`src/rtl/key_debounce_if.sv`:
```
// rtl/key_debounce_if.sv - raw push-button pins and their conditioned level/strobe outputs
interface key_debounce_if #(
    parameter int N_KEYS = 6
);
    logic [N_KEYS-1:0] btn_in;
    logic [N_KEYS-1:0] btn_level;
    logic [N_KEYS-1:0] btn_press;
    logic [N_KEYS-1:0] btn_release;
    logic [N_KEYS-1:0] btn_repeat;

    modport master (
        output btn_in,
        input  btn_level,
        input  btn_press,
        input  btn_release,
        input  btn_repeat
    );

    modport slave (
        input  btn_in,
        output btn_level,
        output btn_press,
        output btn_release,
        output btn_repeat
    );
endinterface

```
`src/rtl/key_debounce.sv`:
```
// rtl/key_debounce.sv - per-key synchroniser, debounce FSM and press/release/auto-repeat strobes
module key_debounce #(
    parameter int N_KEYS              = 6,
    parameter int DEBOUNCE_CYCLES     = 1_000_000,
    parameter int REPEAT_EN           = 0,
    parameter int REPEAT_DELAY_CYCLES = 50_000_000,
    parameter int REPEAT_RATE_CYCLES  = 10_000_000
) (
    input  logic         clk,
    input  logic         rst,
    key_debounce_if.slave bus
);
    typedef enum logic [1:0] {
        IDLE      = 2'd0,
        PRESS_CHK = 2'd1,
        HELD      = 2'd2,
        REL_CHK   = 2'd3
    } state_t;

    localparam int CW = $clog2(DEBOUNCE_CYCLES) + 1;
    localparam logic [CW-1:0] CNT_LAST = CW'(DEBOUNCE_CYCLES - 1);

    logic [N_KEYS-1:0] level_v;
    logic [N_KEYS-1:0] press_v;
    logic [N_KEYS-1:0] release_v;
    logic [N_KEYS-1:0] repeat_v;

    for (genvar k = 0; k < N_KEYS; k++) begin : g_key
        logic          meta;
        logic          sync;
        state_t        state;
        state_t        state_nxt;
        logic [CW-1:0] cnt;
        logic          cnt_done;
        logic          press_nxt;
        logic          rel_nxt;
        logic          lvl_q;
        logic          press_q;
        logic          rel_q;
        logic          rep_q;

        always_ff @(posedge clk or negedge rst) begin
            if (!rst) begin
                meta <= 1'b0;
                sync <= 1'b0;
            end else begin
                meta <= bus.btn_in[k];
                sync <= meta;
            end
        end

        assign cnt_done = (cnt == CNT_LAST);

        always_ff @(posedge clk or negedge rst) begin
            if (!rst) begin
                state <= IDLE;
            end else begin
                state <= state_nxt;
            end
        end

        always_comb begin
            state_nxt = state;
            case (state)
                IDLE: begin
                    if (sync) state_nxt = PRESS_CHK;
                end
                PRESS_CHK: begin
                    if (!sync)         state_nxt = IDLE;
                    else if (cnt_done) state_nxt = HELD;
                end
                HELD: begin
                    if (!sync) state_nxt = REL_CHK;
                end
                REL_CHK: begin
                    if (sync)          state_nxt = HELD;
                    else if (cnt_done) state_nxt = IDLE;
                end
                default: state_nxt = IDLE;
            endcase
        end

        always_comb begin
            press_nxt = (state == PRESS_CHK) && sync && cnt_done;
            rel_nxt   = (state == REL_CHK) && !sync && cnt_done;
        end

        // cnt stops at CNT_LAST because the FSM leaves the check state on that very edge
        always_ff @(posedge clk or negedge rst) begin
            if (!rst) begin
                cnt     <= '0;
                lvl_q   <= 1'b0;
                press_q <= 1'b0;
                rel_q   <= 1'b0;
            end else begin
                case (state)
                    PRESS_CHK: cnt <= (sync && !cnt_done) ? cnt + CW'(1) : '0;
                    REL_CHK:   cnt <= (!sync && !cnt_done) ? cnt + CW'(1) : '0;
                    default:   cnt <= '0;
                endcase
                lvl_q   <= (state_nxt == HELD) || (state_nxt == REL_CHK);
                press_q <= press_nxt;
                rel_q   <= rel_nxt;
            end
        end

        if (REPEAT_EN != 0) begin : g_rep
            localparam int RMAX = (REPEAT_DELAY_CYCLES > REPEAT_RATE_CYCLES) ?
                                  REPEAT_DELAY_CYCLES : REPEAT_RATE_CYCLES;
            localparam int RW = $clog2(RMAX) + 1;
            localparam logic [RW-1:0] DELAY_LAST = RW'(REPEAT_DELAY_CYCLES - 1);
            localparam logic [RW-1:0] RATE_LAST  = RW'(REPEAT_RATE_CYCLES - 1);

            logic [RW-1:0] rcnt;
            logic          rep_started;
            logic          rep_hit;

            assign rep_hit = (rcnt == (rep_started ? RATE_LAST : DELAY_LAST));

            // Only HELD advances the schedule; REL_CHK freezes it so a bounce merely delays repeats
            always_ff @(posedge clk or negedge rst) begin
                if (!rst) begin
                    rcnt        <= '0;
                    rep_started <= 1'b0;
                    rep_q       <= 1'b0;
                end else begin
                    case (state)
                        HELD: begin
                            if (rep_hit) begin
                                rcnt        <= '0;
                                rep_started <= 1'b1;
                                rep_q       <= 1'b1;
                            end else begin
                                rcnt  <= rcnt + RW'(1);
                                rep_q <= 1'b0;
                            end
                        end
                        REL_CHK: rep_q <= 1'b0;
                        default: begin
                            rcnt        <= '0;
                            rep_started <= 1'b0;
                            rep_q       <= 1'b0;
                        end
                    endcase
                end
            end
        end else begin : g_norep
            assign rep_q = 1'b0;
        end

        assign level_v[k]   = lvl_q;
        assign press_v[k]   = press_q;
        assign release_v[k] = rel_q;
        assign repeat_v[k]  = rep_q;
    end

    assign bus.btn_level   = level_v;
    assign bus.btn_press   = press_v;
    assign bus.btn_release = release_v;
    assign bus.btn_repeat  = repeat_v;
endmodule

```
`src/flat_wrapper.sv`:
```
// flat-port wrapper written by rule: the top's interface ports become plain ports
module key_debounce_flat 
#(
    parameter int N_KEYS              = 6,
    parameter int DEBOUNCE_CYCLES     = 1_000_000,
    parameter int REPEAT_EN           = 0,
    parameter int REPEAT_DELAY_CYCLES = 50_000_000,
    parameter int REPEAT_RATE_CYCLES  = 10_000_000
)
  (clk, rst, bus_btn_in, bus_btn_level, bus_btn_press, bus_btn_release, bus_btn_repeat);
  key_debounce_if #(.N_KEYS(N_KEYS)) bus_i ();
  input  logic clk;
  input  logic rst;
  input wire logic [$bits(bus_i.btn_in)-1:0] bus_btn_in;
  output wire logic [$bits(bus_i.btn_level)-1:0] bus_btn_level;
  output wire logic [$bits(bus_i.btn_press)-1:0] bus_btn_press;
  output wire logic [$bits(bus_i.btn_release)-1:0] bus_btn_release;
  output wire logic [$bits(bus_i.btn_repeat)-1:0] bus_btn_repeat;
  assign bus_i.btn_in = bus_btn_in;
  assign bus_btn_level = bus_i.btn_level;
  assign bus_btn_press = bus_i.btn_press;
  assign bus_btn_release = bus_i.btn_release;
  assign bus_btn_repeat = bus_i.btn_repeat;
  key_debounce #(.N_KEYS(N_KEYS), .DEBOUNCE_CYCLES(DEBOUNCE_CYCLES), .REPEAT_EN(REPEAT_EN), .REPEAT_DELAY_CYCLES(REPEAT_DELAY_CYCLES), .REPEAT_RATE_CYCLES(REPEAT_RATE_CYCLES)) u_core (.clk(clk), .rst(rst), .bus(bus_i));
endmodule
```
`config.mk`:
```
export PLATFORM = sky130hd
export DESIGN_NAME = key_debounce_flat
export DESIGN_NICKNAME = d
export VERILOG_FILES = /design/src/rtl/key_debounce_if.sv /design/src/rtl/key_debounce.sv /design/src/flat_wrapper.sv
export SDC_FILE = /design/constraint.sdc
export NUM_CORES = 1
export LEC_CHECK = 0
export ABC_AREA = 1
export CAP_MARGIN = 20
export CELL_PAD_IN_SITES_DETAIL_PLACEMENT = 1
export CELL_PAD_IN_SITES_GLOBAL_PLACEMENT = 1
export CORE_ASPECT_RATIO = 1.1
export CORE_MARGIN = 3
export CORE_UTILIZATION = 35
export CTS_BUF_LIST = sky130_fd_sc_hd__clkbuf_16
export DETAILED_ROUTE_END_ITERATION = 12
export PLACE_DENSITY = 0.75
export SYNTH_ARGS = -nofsm -noshare
export SYNTH_HDL_FRONTEND = slang
export SYNTH_SLANG_ARGS = --single-unit
```
`constraint.sdc`:
```
create_clock -name clk -period 2.3 [get_ports clk]
set_input_delay 0.69 -clock clk [delete_from_list [all_inputs] [get_ports clk]]
set_output_delay 0.69 -clock clk [all_outputs]
set_load 0.02 [all_outputs]
```
==> out/qor.csv <==
stage,metric,value,unit
route,vias,7216,
sta,rsz0062_at_grt,false,
worst_setup_path,cp_top_family,buffers and inverters,
die,die_y,174,um
sta,setup_viol,0,
route,dr.pass1.iters,5,
worst_setup_path,crit_buf_inv,1,
route,drcViolationCount,0,
worst_setup_path,startpoint_type,flop,
clock_tree,cts_setup_buffers,0,
placement,gp_congestion,0.817,
clock_tree,cts_tree,built,
die,die_area,27500,um^2
sta,setup_tns,0,ns
die,ioPinCount,32,
sta,finalHoldViolations,0,
logic_synthesis,synth_seq_cells,167,
finish,area_growth,11.7,%
finish,final_cell_mix,"317 x nand2_1, 295 x nor2_1, 167 x dfrtp_1",
logic_synthesis,ys_types,33,
placement,pre_cts_ws,0.349,ns
power_and_ir_drop,p_per_area,604,nW/um^2
clock_tree,clockRootBuffer,clkbuf_16,
placement,dp_hpwl,14800,um
worst_setup_path,worstSetupPathType,flop to output pin,
sta,period_share,0.927,
worst_setup_path,cp.arrival,1.44,ns
die,num_rows,60,
finish,drive_gt1_frac,0.0615,
finish,diodes,0,
clock_tree,cts_hold_buf,0,
power_and_ir_drop,switching_share,0.220,
global_routing,antenna_found_initial,0,
sta,fmax,469,MHz
global_routing,grt_max_degree,69,
power_and_ir_drop,pwr-share-clk,0.476,
flow_run,cap_violations,0,
worst_setup_path,slowest_stage,clkdlybuf4s50_1,
logic_synthesis,yosysSeqAreaShare,0.468,
clock_tree,numCtsBuffers,17,
worst_setup_path,slowest_delay,0.63,ns
clock_tree,cts.path.max_buffers,2,
finish,layout_commonest_cell,nand2_1,
sta,min_period,2.13,ns
sta,hold_slack,0.107,ns
global_routing,grt_pass1_wl,35300,um
sta,fin_skew,0.0108,ns
power_and_ir_drop,power,6020,uW
power_and_ir_drop,power.switching,1330,uW
clock_tree,clkTransAtPathRegs,0.06,ns
global_routing,overflow,0,
route,drt_iter0_drc,203,
logic_synthesis,yosysWarningCount,0,
logic_synthesis,syn_inst,1185,
power_and_ir_drop,vdd_drop_max,0.379,mV
die,core,24800,um^2
clock_tree,cts.sinks,167,
power_and_ir_drop,p_comb_frac,0.029,
die,start_util,0.361,
power_and_ir_drop,seqPwrFrac,0.495,
power_and_ir_drop,p_int,4700,uW
worst_setup_path,cp.required,1.61,ns
route,vias_per_cell,4.72,
status,status,finished clean,
route,postRouteWirelength,19800,um
worst_setup_path,worst_setup_path_end_kind,output pin,
sta,layout_setup_ws,0.169,ns
logic_synthesis,avgSynthCellArea,7.54,um^2
die,die_w,158,um
route,wl_per_cell,12.9,um
placement,io_buffers,25,
finish,fillers,3097,
min_path,holdCritPathClass,primary input to async pin,
route,antenna_left,0,
worst_setup_path,cp_max_fo,4,
finish,layout.nets,1221,
global_routing,grt_usage,0.154,
global_routing,grt_pass1_vias,7858,
sta,slew_viol_final,0,
worst_setup_path,crit_chain,clkdlybuf4s50_1,
logic_synthesis,syn-cell-area,8940,um^2
clock_tree,cts_resized,0,
power_and_ir_drop,power.leakage,0.00430,uW
clock_tree,htree_levels,4,
clock_tree,clock_latency,0.42,ns
-- worst paths after layout --
check | from | end | slack, ns | depth (start not counted)
setup / recovery | u_core.g_key[2].lvl_q$_DFF_PN0_ | bus_btn_level[2] | 0.17 | 1
hold / removal | rst | u_core.g_key[1].lvl_q$_DFF_PN0_ | 0.11 | 1
setup reg to reg | u_core.g_key[4].cnt[0]$_DFF_PN0_ | u_core.g_key[4].cnt[9]$_DFF_PN0_ | 0.39 | 7
hold reg to reg | u_core.g_key[2].meta$_DFF_PN0_ | u_core.g_key[2].sync$_DFF_PN0_ | 0.35 | 0
max in group asynchronous | rst | u_core.g_key[3].cnt[16]$_DFF_PN0_ | 1.56 | 2
min in group clk | u_core.g_key[2].meta$_DFF_PN0_ | u_core.g_key[2].sync$_DFF_PN0_ | 0.35 | 0
-- flip-flops by register name (all words and copies together), names as in the netlist --
register,cells
u_core.g_key.cnt,126
u_core.g_key.state,11
u_core.g_key.lvl_q,6
u_core.g_key.meta,6
u_core.g_key.press_q,6
u_core.g_key.rel_q,6
u_core.g_key.sync,6
-- layer usage --
layer | vias up | track usage | routed length, um
met3 | 33 | 0.0200 | 255
met1 | 3474 | 0.182 | 8760
met5 | - | 0 | 0
met2 | 50 | 0.279 | 10300
met4 | 0 | 0.0577 | 448
li1 | 3659 | - | -
-- cell usage after synthesis (all sizes together) --
cell type / number / area (um^2)
nor3: 22 / 133
dfrtp: 167 / 4180
nand2: 324 / 1260
a21oi: 16 / 80.1
o21ai: 6 / 30.0
nand3: 66 / 360
ha: 6 / 75.1
a21boi: 1 / 18.8
a31oi: 1 / 6.26
nand3b: 9 / 80.1
inv: 129 / 487
o21bai: 5 / 37.5
xor2: 31 / 272
nand4: 22 / 138
conb: 1 / 3.75
nor2: 316 / 1250
nor3b: 2 / 15.0
nor2b: 1 / 6.26
xnor2: 29 / 254
buf: 31 / 258
-- power groups by stage --
stage,Sequential (uW),Combinational (uW),Clock (uW)
after floorplan,3030,99.0,0
after global placement,3040,181,0
after detailed placement,3040,185,0
after CTS,2980,186,2970
after global routing,2990,207,3080
final,2980,175,2870
-- metrics by stage --
stage,area (um^2),util,instances
2_1_floorplan,8960,-,1190
3_3_place_gp,9390,0.379,1498
3_5_place_dp,9390,0.379,1498
4_1_cts,9980,0.403,1530
5_1_grt,9980,0.403,1530
6_report,9980,0.403,1530
-- layout make-up --
class / count / area (um^2) / share of cell area
clock inverter: 15 / 161 / 0.0162
multi-input combinational: 863 / 4030 / 0.404
sequential: 167 / 4180 / 0.419
inverter: 129 / 487 / 0.0488
tap: 310 / 388 / 0.0389
timing repair buffer: 29 / 307 / 0.0307
clock buffer: 17 / 425 / 0.0426
-- kinds of logic (layout without fill, tap and decap cells) --
kind of cell	after synthesis	count (layout)	share of synthesized area
xor+xnor	60	60	0.0588
compound gates	29	29	0.0193
flops	167	167	0.468
fa+ha+maj	6	6	0.00840
simple gates	762	762	0.362
other cells	1	6	0.000420
buf+inv	160	190	0.0833
Note: power is estimated with default switching activity, not from simulation.
